--- config.mk ---
export PLATFORM = sky130hd
export DESIGN_NAME = ex_muldiv_seq
export DESIGN_NICKNAME = d
export VERILOG_FILES = /design/src/rtl/ex_muldiv_seq.sv
export SDC_FILE = /design/constraint.sdc
export NUM_CORES = 1
export LEC_CHECK = 0
export ABC_AREA = 1
export BUFFER_PORTS_ARGS = -buffer_cell sky130_fd_sc_hd__buf_4
export CAP_MARGIN = 0
export CELL_PAD_IN_SITES_DETAIL_PLACEMENT = 1
export CELL_PAD_IN_SITES_GLOBAL_PLACEMENT = 1
export CORE_ASPECT_RATIO = 0.6
export CORE_MARGIN = 10
export CORE_UTILIZATION = 35
export DETAILED_ROUTE_END_ITERATION = 8
export PLACE_DENSITY_LB_ADDON = 0.1
export SLEW_MARGIN = 20
export SYNTH_ARGS = -nofsm -noshare
export SYNTH_HDL_FRONTEND = slang
export SYNTH_SLANG_ARGS = --single-unit
export TNS_END_PERCENT = 50
--- constraint.sdc ---
create_clock -name clk -period 3.7 [get_ports clk]
set_input_delay 0.37 -clock clk [delete_from_list [all_inputs] [get_ports clk]]
set_output_delay 0.37 -clock clk [all_outputs]
set_load 0.05 [all_outputs]
--- src/rtl/ex_muldiv_seq.sv ---
// Iterative unsigned RV32M multiply/divide sequencer for the EX stage.
// Radix-2 shift-add multiply and restoring divide, one bit per cycle, with stall.
module ex_muldiv_seq #(
    parameter int REG_WIDTH = 32
) (
    input  logic                 clk,
    input  logic                 reset,
    input  logic                 start,
    input  logic [1:0]           op,
    input  logic [REG_WIDTH-1:0] rs1_data,
    input  logic [REG_WIDTH-1:0] rs2_data,
    input  logic                 flush,
    output logic                 stall_req,
    output logic                 busy,
    output logic                 done,
    output logic [REG_WIDTH-1:0] result
);

    localparam int CNT_W = $clog2(REG_WIDTH);

    localparam logic [1:0] S_IDLE = 2'd0;
    localparam logic [1:0] S_RUN  = 2'd1;
    localparam logic [1:0] S_DONE = 2'd2;

    localparam logic [1:0] OP_MUL   = 2'd0;
    localparam logic [1:0] OP_MULHU = 2'd1;
    localparam logic [1:0] OP_DIVU  = 2'd2;
    localparam logic [1:0] OP_REMU  = 2'd3;

    logic [1:0]             state;
    logic [CNT_W-1:0]       count;
    logic [1:0]             op_q;
    logic [REG_WIDTH-1:0]   operand_q;   // multiplicand for MUL*, divisor for DIV*
    logic [2*REG_WIDTH-1:0] prod_q;
    logic [REG_WIDTH:0]     rem_q;
    logic [REG_WIDTH-1:0]   quo_q;
    logic [REG_WIDTH-1:0]   result_q;
    logic                   done_q;
    logic                   busy_q;

    logic [REG_WIDTH:0]     add_sum;
    logic [2*REG_WIDTH-1:0] prod_nxt;
    logic [REG_WIDTH+1:0]   rem_shift;
    logic [REG_WIDTH+1:0]   trial;
    logic [REG_WIDTH:0]     rem_nxt;
    logic [REG_WIDTH-1:0]   quo_nxt;
    logic [REG_WIDTH-1:0]   final_val;
    logic                   last_iter;

    always_comb begin
        add_sum   = {1'b0, prod_q[2*REG_WIDTH-1:REG_WIDTH]}
                  + (prod_q[0] ? {1'b0, operand_q} : '0);
        prod_nxt  = {add_sum, prod_q[REG_WIDTH-1:1]};
        // rem < divisor always, so the top bit of the trial difference is its sign
        rem_shift = {rem_q, quo_q[REG_WIDTH-1]};
        trial     = rem_shift - {2'b00, operand_q};
        rem_nxt   = trial[REG_WIDTH+1] ? rem_shift[REG_WIDTH:0] : trial[REG_WIDTH:0];
        quo_nxt   = {quo_q[REG_WIDTH-2:0], ~trial[REG_WIDTH+1]};
        last_iter = (count == CNT_W'(REG_WIDTH - 1));
        final_val = '0;
        case (op_q)
            OP_MUL:   final_val = prod_nxt[REG_WIDTH-1:0];
            OP_MULHU: final_val = prod_nxt[2*REG_WIDTH-1:REG_WIDTH];
            OP_DIVU:  final_val = quo_nxt;
            OP_REMU:  final_val = rem_nxt[REG_WIDTH-1:0];
            default:  final_val = '0;
        endcase
    end

    always_ff @(posedge clk) begin
        if (reset) begin
            state     <= S_IDLE;
            count     <= '0;
            op_q      <= '0;
            operand_q <= '0;
            prod_q    <= '0;
            rem_q     <= '0;
            quo_q     <= '0;
            result_q  <= '0;
            done_q    <= 1'b0;
            busy_q    <= 1'b0;
        end else if (flush) begin
            state  <= S_IDLE;
            count  <= '0;
            done_q <= 1'b0;
            busy_q <= 1'b0;
        end else begin
            case (state)
                S_IDLE: begin
                    if (start) begin
                        op_q      <= op;
                        operand_q <= op[1] ? rs2_data : rs1_data;
                        prod_q    <= {{REG_WIDTH{1'b0}}, rs2_data};
                        rem_q     <= '0;
                        quo_q     <= rs1_data;
                        count     <= '0;
                        busy_q    <= 1'b1;
                        if (op[1] && (rs2_data == '0)) begin
                            // RISC-V divide-by-zero: quotient all ones, remainder = dividend
                            result_q <= (op == OP_REMU) ? rs1_data : '1;
                            done_q   <= 1'b1;
                            state    <= S_DONE;
                        end else begin
                            state <= S_RUN;
                        end
                    end
                end
                S_RUN: begin
                    if (op_q[1]) begin
                        rem_q <= rem_nxt;
                        quo_q <= quo_nxt;
                    end else begin
                        prod_q <= prod_nxt;
                    end
                    count <= count + CNT_W'(1);
                    if (last_iter) begin
                        result_q <= final_val;
                        done_q   <= 1'b1;
                        state    <= S_DONE;
                    end
                end
                S_DONE: begin
                    done_q <= 1'b0;
                    busy_q <= 1'b0;
                    state  <= S_IDLE;
                end
                default: begin
                    done_q <= 1'b0;
                    busy_q <= 1'b0;
                    state  <= S_IDLE;
                end
            endcase
        end
    end

    assign stall_req = ((state == S_IDLE) && start && !flush) || (state == S_RUN);
    assign busy      = busy_q;
    assign done      = done_q;
    assign result    = result_q;

endmodule

* Yosys cells after proc, flatten, opt, wreduce, memory -nomap -nowiden
Cells that the tools add are included.
** Storage, ports and cells
- Bits in registers :: 204
- Input port bits :: 70
- Output and inout bits :: 35
- Word-level logic and storage cells :: 75
** Cells by class
- Add/sub/neg operators :: 3
- Equality and inequality tests :: 11
- Multiplexer cells :: 30
- Bitwise logic cells :: 3
- Reductions and logical operators :: 18
** Operators with widths (number)
- two-way mux 32 bit :: 8
- two-way mux 64 bit :: 2
- one-hot mux 32 bit (2 select lines) :: 2
- one-hot mux 32 bit (4 select lines) :: 1
- one-hot mux 64 bit (2 select lines) :: 1
- two-way mux 33 bit :: 3
- one-hot mux 33 bit (2 select lines) :: 1
- subtractor 34 x 32 -> 34 bit :: 1
- adder 32 x 32 -> 33 bit :: 1
- zero test 32 bit :: 1
- inequality test 2 bit, second input constant :: 5
- one-hot mux 5 bit (2 select lines) :: 1
- AND reduction 4 bit :: 2
- equality test 2 bit, second input constant :: 3
- two-way mux 2 bit :: 3
- AND reduction 2 bit :: 3
- AND reduction 3 bit :: 2
- adder 5 x 1 -> 5 bit, second input constant :: 1
- equality test 5 bit, second input constant :: 1
- two-way mux 5 bit :: 1
- AND reduction 5 bit :: 1
- equality test 2 x 1 -> 1 bit, second input constant :: 2
- zero test 2 bit :: 2
- two-way mux 1 bit :: 4
- 8 further kinds :: 13

* Longest topological paths before layout
- Depth after elaboration :: 5
- Mapped depth :: 23
- Mapped depth without buffers :: 21

* Worst setup path before layout
Ideal clock, no wire load.
- Path kind :: register to register
- From :: reg prod_q[0]
- To :: reg result_q[21] (netlist: result[21])
- Setup time :: 0.066 ns
- Arrival time :: 2.656 ns
- Path slack :: 0.978 ns
- Cell stages (with the launch flop) :: 21
- Path buffers :: 2
- Period minus slack after synthesis :: 2.722 ns
- Cells stage by stage :: dfxtp_1 -> clkbuf_1 -> clkbuf_1 -> nand2_1 -> inv_1 -> ha_1 -> inv_1 -> fa_1 -> inv_1 -> nand3_1 -> nand2_1 -> a21oi_1 -> o21ai_0 -> nand2_1 -> nand3b_1 -> nand3_1 -> nand2_1 -> inv_1 -> nand2_1 -> nand2_1 -> a21oi_2
** Between the ends
- Longest elaborated chain between the ends :: 5
** RTL lines
- from (decl) :: line 34 : logic [2*REG_WIDTH-1:0] prod_q;
- from (signal assigned) :: line 93 : prod_q <= {{REG_WIDTH{1'b0}}, rs2_data};
- from (signal assigned) :: line 113 : prod_q <= prod_nxt;
- two-way mux 32 bit :: line 52 : + (prod_q[0] ? {1'b0, operand_q} : '0);
- adder 32 x 32 -> 33 bit :: line 52
- one-hot mux 32 bit (4 select lines) :: line 61 : case (op_q)
- two-way mux 32 bit :: line 116 : if (last_iter) begin
- one-hot mux 32 bit (2 select lines) :: line 88 : case (state)
- to (signal assigned) :: line 100 : result_q <= (op == OP_REMU) ? rs1_data : '1;
- to (signal assigned) :: line 117 : result_q <= final_val;
- to (decl) :: line 37 : logic [REG_WIDTH-1:0] result_q;
Every way passes these cells. The select of a mux whose other input is x is not followed.
A chain may end at the register's enable or synchronous reset.

* Final worst setup path
- From :: reg quo_q[31]
- To :: reg result_q[16] (netlist: result[16])
** Between the ends
- Longest elaborated chain between the ends :: 5
** RTL lines
- from (decl) :: line 36 : logic [REG_WIDTH-1:0] quo_q;
- from (signal assigned) :: line 95 : quo_q <= rs1_data;
- from (signal assigned) :: line 111 : quo_q <= quo_nxt;
- subtractor 34 x 32 -> 34 bit :: line 56 : trial = rem_shift - {2'b00, operand_q};
- two-way mux 33 bit :: line 57 : rem_nxt = trial[REG_WIDTH+1] ? rem_shift[REG_WIDTH:0] : trial[REG_WIDTH:0];
- one-hot mux 32 bit (4 select lines) :: line 61
- two-way mux 32 bit :: line 116
- one-hot mux 32 bit (2 select lines) :: line 88
Every way passes these cells. The select of a mux whose other input is x is not followed.

==> results.ini <==
[outcome]
run_status = finished clean

[synth]
syn_avg_cell_area_um2 = 5.97
ys_ff_latch = 204
syn_nets = 2608
synth_cell_type_count = 47
synth_area_mm2 = 0.0147
seq_area_frac_synth_pct = 27.7
yosysMostFrequentCell = nand2_1
synthArstFlopShare_pct = 0
synth_edf_count = 0
yosysWarnings = 0
yosysTopAreaCell = dfxtp_1
synth_common_cells = 789 x nand2_1, 288 x inv_1, 257 x nor2_1
netlist_instances = 2470
synth_area_leaders = dfxtp_1 28%, nand2_1 20%, inv_1 7.3%, nor2_1 6.5%, ha_1 5.6%
synth_top_cell_area_share_pct = 27.7
ys.flop_type = dfxtp_1

[finish]
layout-drive-gt1-share_pct = 9.50
syn2layout_area_growth_pct = 15.0
n_fill_cell = 5624
regArea_mm2 = 0.00408
fin_nets = 2667
multi_input_area_mm2 = 0.00909
instances_no_fill = 3118

[clock_tree]
cts_setup_buffers = 0
cts_root_buf = clkbuf_16
htreeDepth = 1
clock-sinks = 204
cts_hold_buf = 0
cts_buffers = 24
insertion_delay_ns = 0.58
clockBufferDepth = 3
clk_pin_slew_ns = 0.06
cts_tree = built

[timing]
finalCriticalPeriod_ns = 3.47
finalSetupViolCount = 0
finalHoldViolations = 0
fmax_mhz = 289
rsz0062_at_grt = false
fin_ws_ns = 0.234
post-route-period-util_pct = 93.7
finalSetupTns_ns = 0
skew_ns = 0.0315
maxSlewHeadroom_pct = 28.8
worst_slew_pin_slew_ns = 1.07
slew_viol_final = 0

[power_and_ir_drop]
p_leak_nw = 8.24
internal_power_mw = 4.03
power.total_mw = 6.25
power_density_mw_per_mm2 = 369
switching_power_mw = 2.22
p_sw_share_pct = 35.5
ir_worst_vdd_v = 0.000298
seqPwrFrac_pct = 38.7
comb_power_share_pct = 21.8
clockPowerShare_pct = 39.6

[route]
top_layer = met4
vias = 17116
route.detailed.drc = 0
wl_met1_um = 37100
firstDrtPassIters = 5
wl_met3_um = 7750
postRouteWirelength_um = 72500
final_antenna_net_count = 0
routedWlPerCell_um = 23.2
viasPerCell = 5.49
drt_iter0_drc = 1588
wl_met2_um = 26700

[grt]
grt_start_max_net_pins = 92
antenna_found_initial = 2
grt_util_all_layers_pct = 27.7
grt_pass1_wl_um = 108000
grt-ovfl-total = 0
grt_pass1_vias = 16810

[die]
die-area_mm2 = 0.0510
die_h_um = 179
start_util_pct = 35.3
die_w_um = 285
rows = 58
num_io_pins = 105
coreArea_mm2 = 0.0417

[worst_setup_path]
crit_arrival_ns = 3.97
path_max_fanout = 4
path_class = reg -> reg
critPathLaunchType = register
end_kind = register
r2r_cells = 17
required_ns = 4.20

[flow_run]
drv_cap = 0

[place]
numPortBuffers = 104
dp_slack_ns = 0.149
place_congestion = 0.992
placedCellCount = 3073
dp_hpwl_um = 57100

[hold_path]
hold_path_depth = 3
hp-class = in -> reg

## cell families (layout without fill, tap and decap cells)
family,after synthesis,in the layout,synth area share [%]
and+or+nand+nor,1277,1277,35.3
adders and majority gates,68,68,5.87
DFF,204,204,27.7
AOI/OAI and AO/OA,478,478,18.4
xor gates and xnor gates,31,31,1.84
other,0,1,0
buffers and inverters,412,489,10.9
## sequential cells by signal, indices dropped and copies added, names as in the netlist
| name | flops |
|---|---|
| prod_q | 64 |
| op_q | 2 |
| rem_q | 33 |
| operand_q | 32 |
| quo_q | 32 |
| count | 5 |
| result | 32 |
| done | 1 |
| busy | 1 |
| state | 2 |
## critical path: stages (launching register included)
cell      delay [ns]
dfxtp_1         0.31
inv_1           0.16
ha_1            0.31
inv_1           0.16
fa_1            0.50
nand3_1         0.11
nand3_1         0.19
nand2_1         0.13
nand2_1         0.13
nand2_1         0.09
nand2_1         0.13
nand2_1         0.12
a21boi_0        0.09
o21ai_1         0.51
nand3_1         0.19
nand2_1         0.11
nand2_1         0.05
a21boi_1        0.11
## cell usage in the layout, fill, tap and decap left out, types with 9 or more instances in the layout
cell         n
nand4_1      9
nor4_1      11
xnor2_1     17
dfxtp_1    204
a21oi_1    157
a31oi_1     99
ha_1        66
nand3_1    153
nand2_1    788
nand3b_1     9
o21ai_0    155
nor2_1     256
clkbuf_16   24
nand2_2     18
nor3_1      16
buf_4      144
inv_1      287
a21boi_1    23
xor2_1      14
clkinv_2     9
## layout make-up
cell class / instances / area share [%]
flip-flops and latches: 204 / 24.1
well taps: 570 / 4.21
clock inverters: 14 / 0.790
clock buffers: 30 / 3.85
repair buffers: 148 / 6.85
multi-input cells: 1854 / 53.6
inverters: 297 / 6.58
diodes: 1 / 0.0148
## what timing repair did
action | in CTS | in global routing
gates resized for setup | 0 | 1
setup endpoints to repair | 0 | 2
hold endpoints to repair | 0 | 0
## final timing paths
path	from	endpoint	slack, ns
max reg2reg	quo_q[31]$_SDFFE_PP0P_	result[16]$_SDFFE_PP0P_	0.23
min reg2reg	count[4]$_SDFFE_PP0P_	count[4]$_SDFFE_PP0P_	0.48
min	start	busy$_SDFFE_PP0P_	0.06
max	quo_q[31]$_SDFFE_PP0P_	result[16]$_SDFFE_PP0P_	0.23
## per-stage QoR
stage	hold slack [ns]	util (%)	cell area, um2
2_1_floorplan	0.444	-	14700
3_3_place_gp	0.457	38.7	16200
3_5_place_dp	0.467	38.7	16200
4_1_cts	0.0476	40.6	17000
5_1_grt	0.0882	40.6	17000
6_report	0.0558	40.6	17000
## power by group through the flow
stage | Combinational, mW | Sequential, mW | Clock (mW)
2_1_floorplan | 0.771 | 2.45 | 0
5_1_grt | 1.49 | 2.42 | 2.60
6_report | 1.36 | 2.42 | 2.47
4_1_cts | 1.34 | 2.41 | 2.50
3_5_place_dp | 1.33 | 2.46 | 0
3_3_place_gp | 1.32 | 2.46 | 0
## per-layer routing
layer / global-route usage, % / up-vias
li1: - / 8080
met1: 42.6 / 8397
met2: 36.7 / 584
met3: 8.75 / 55
met4: 4.02 / 0
met5: 0 / -
Power figures use the tool's default switching activity.
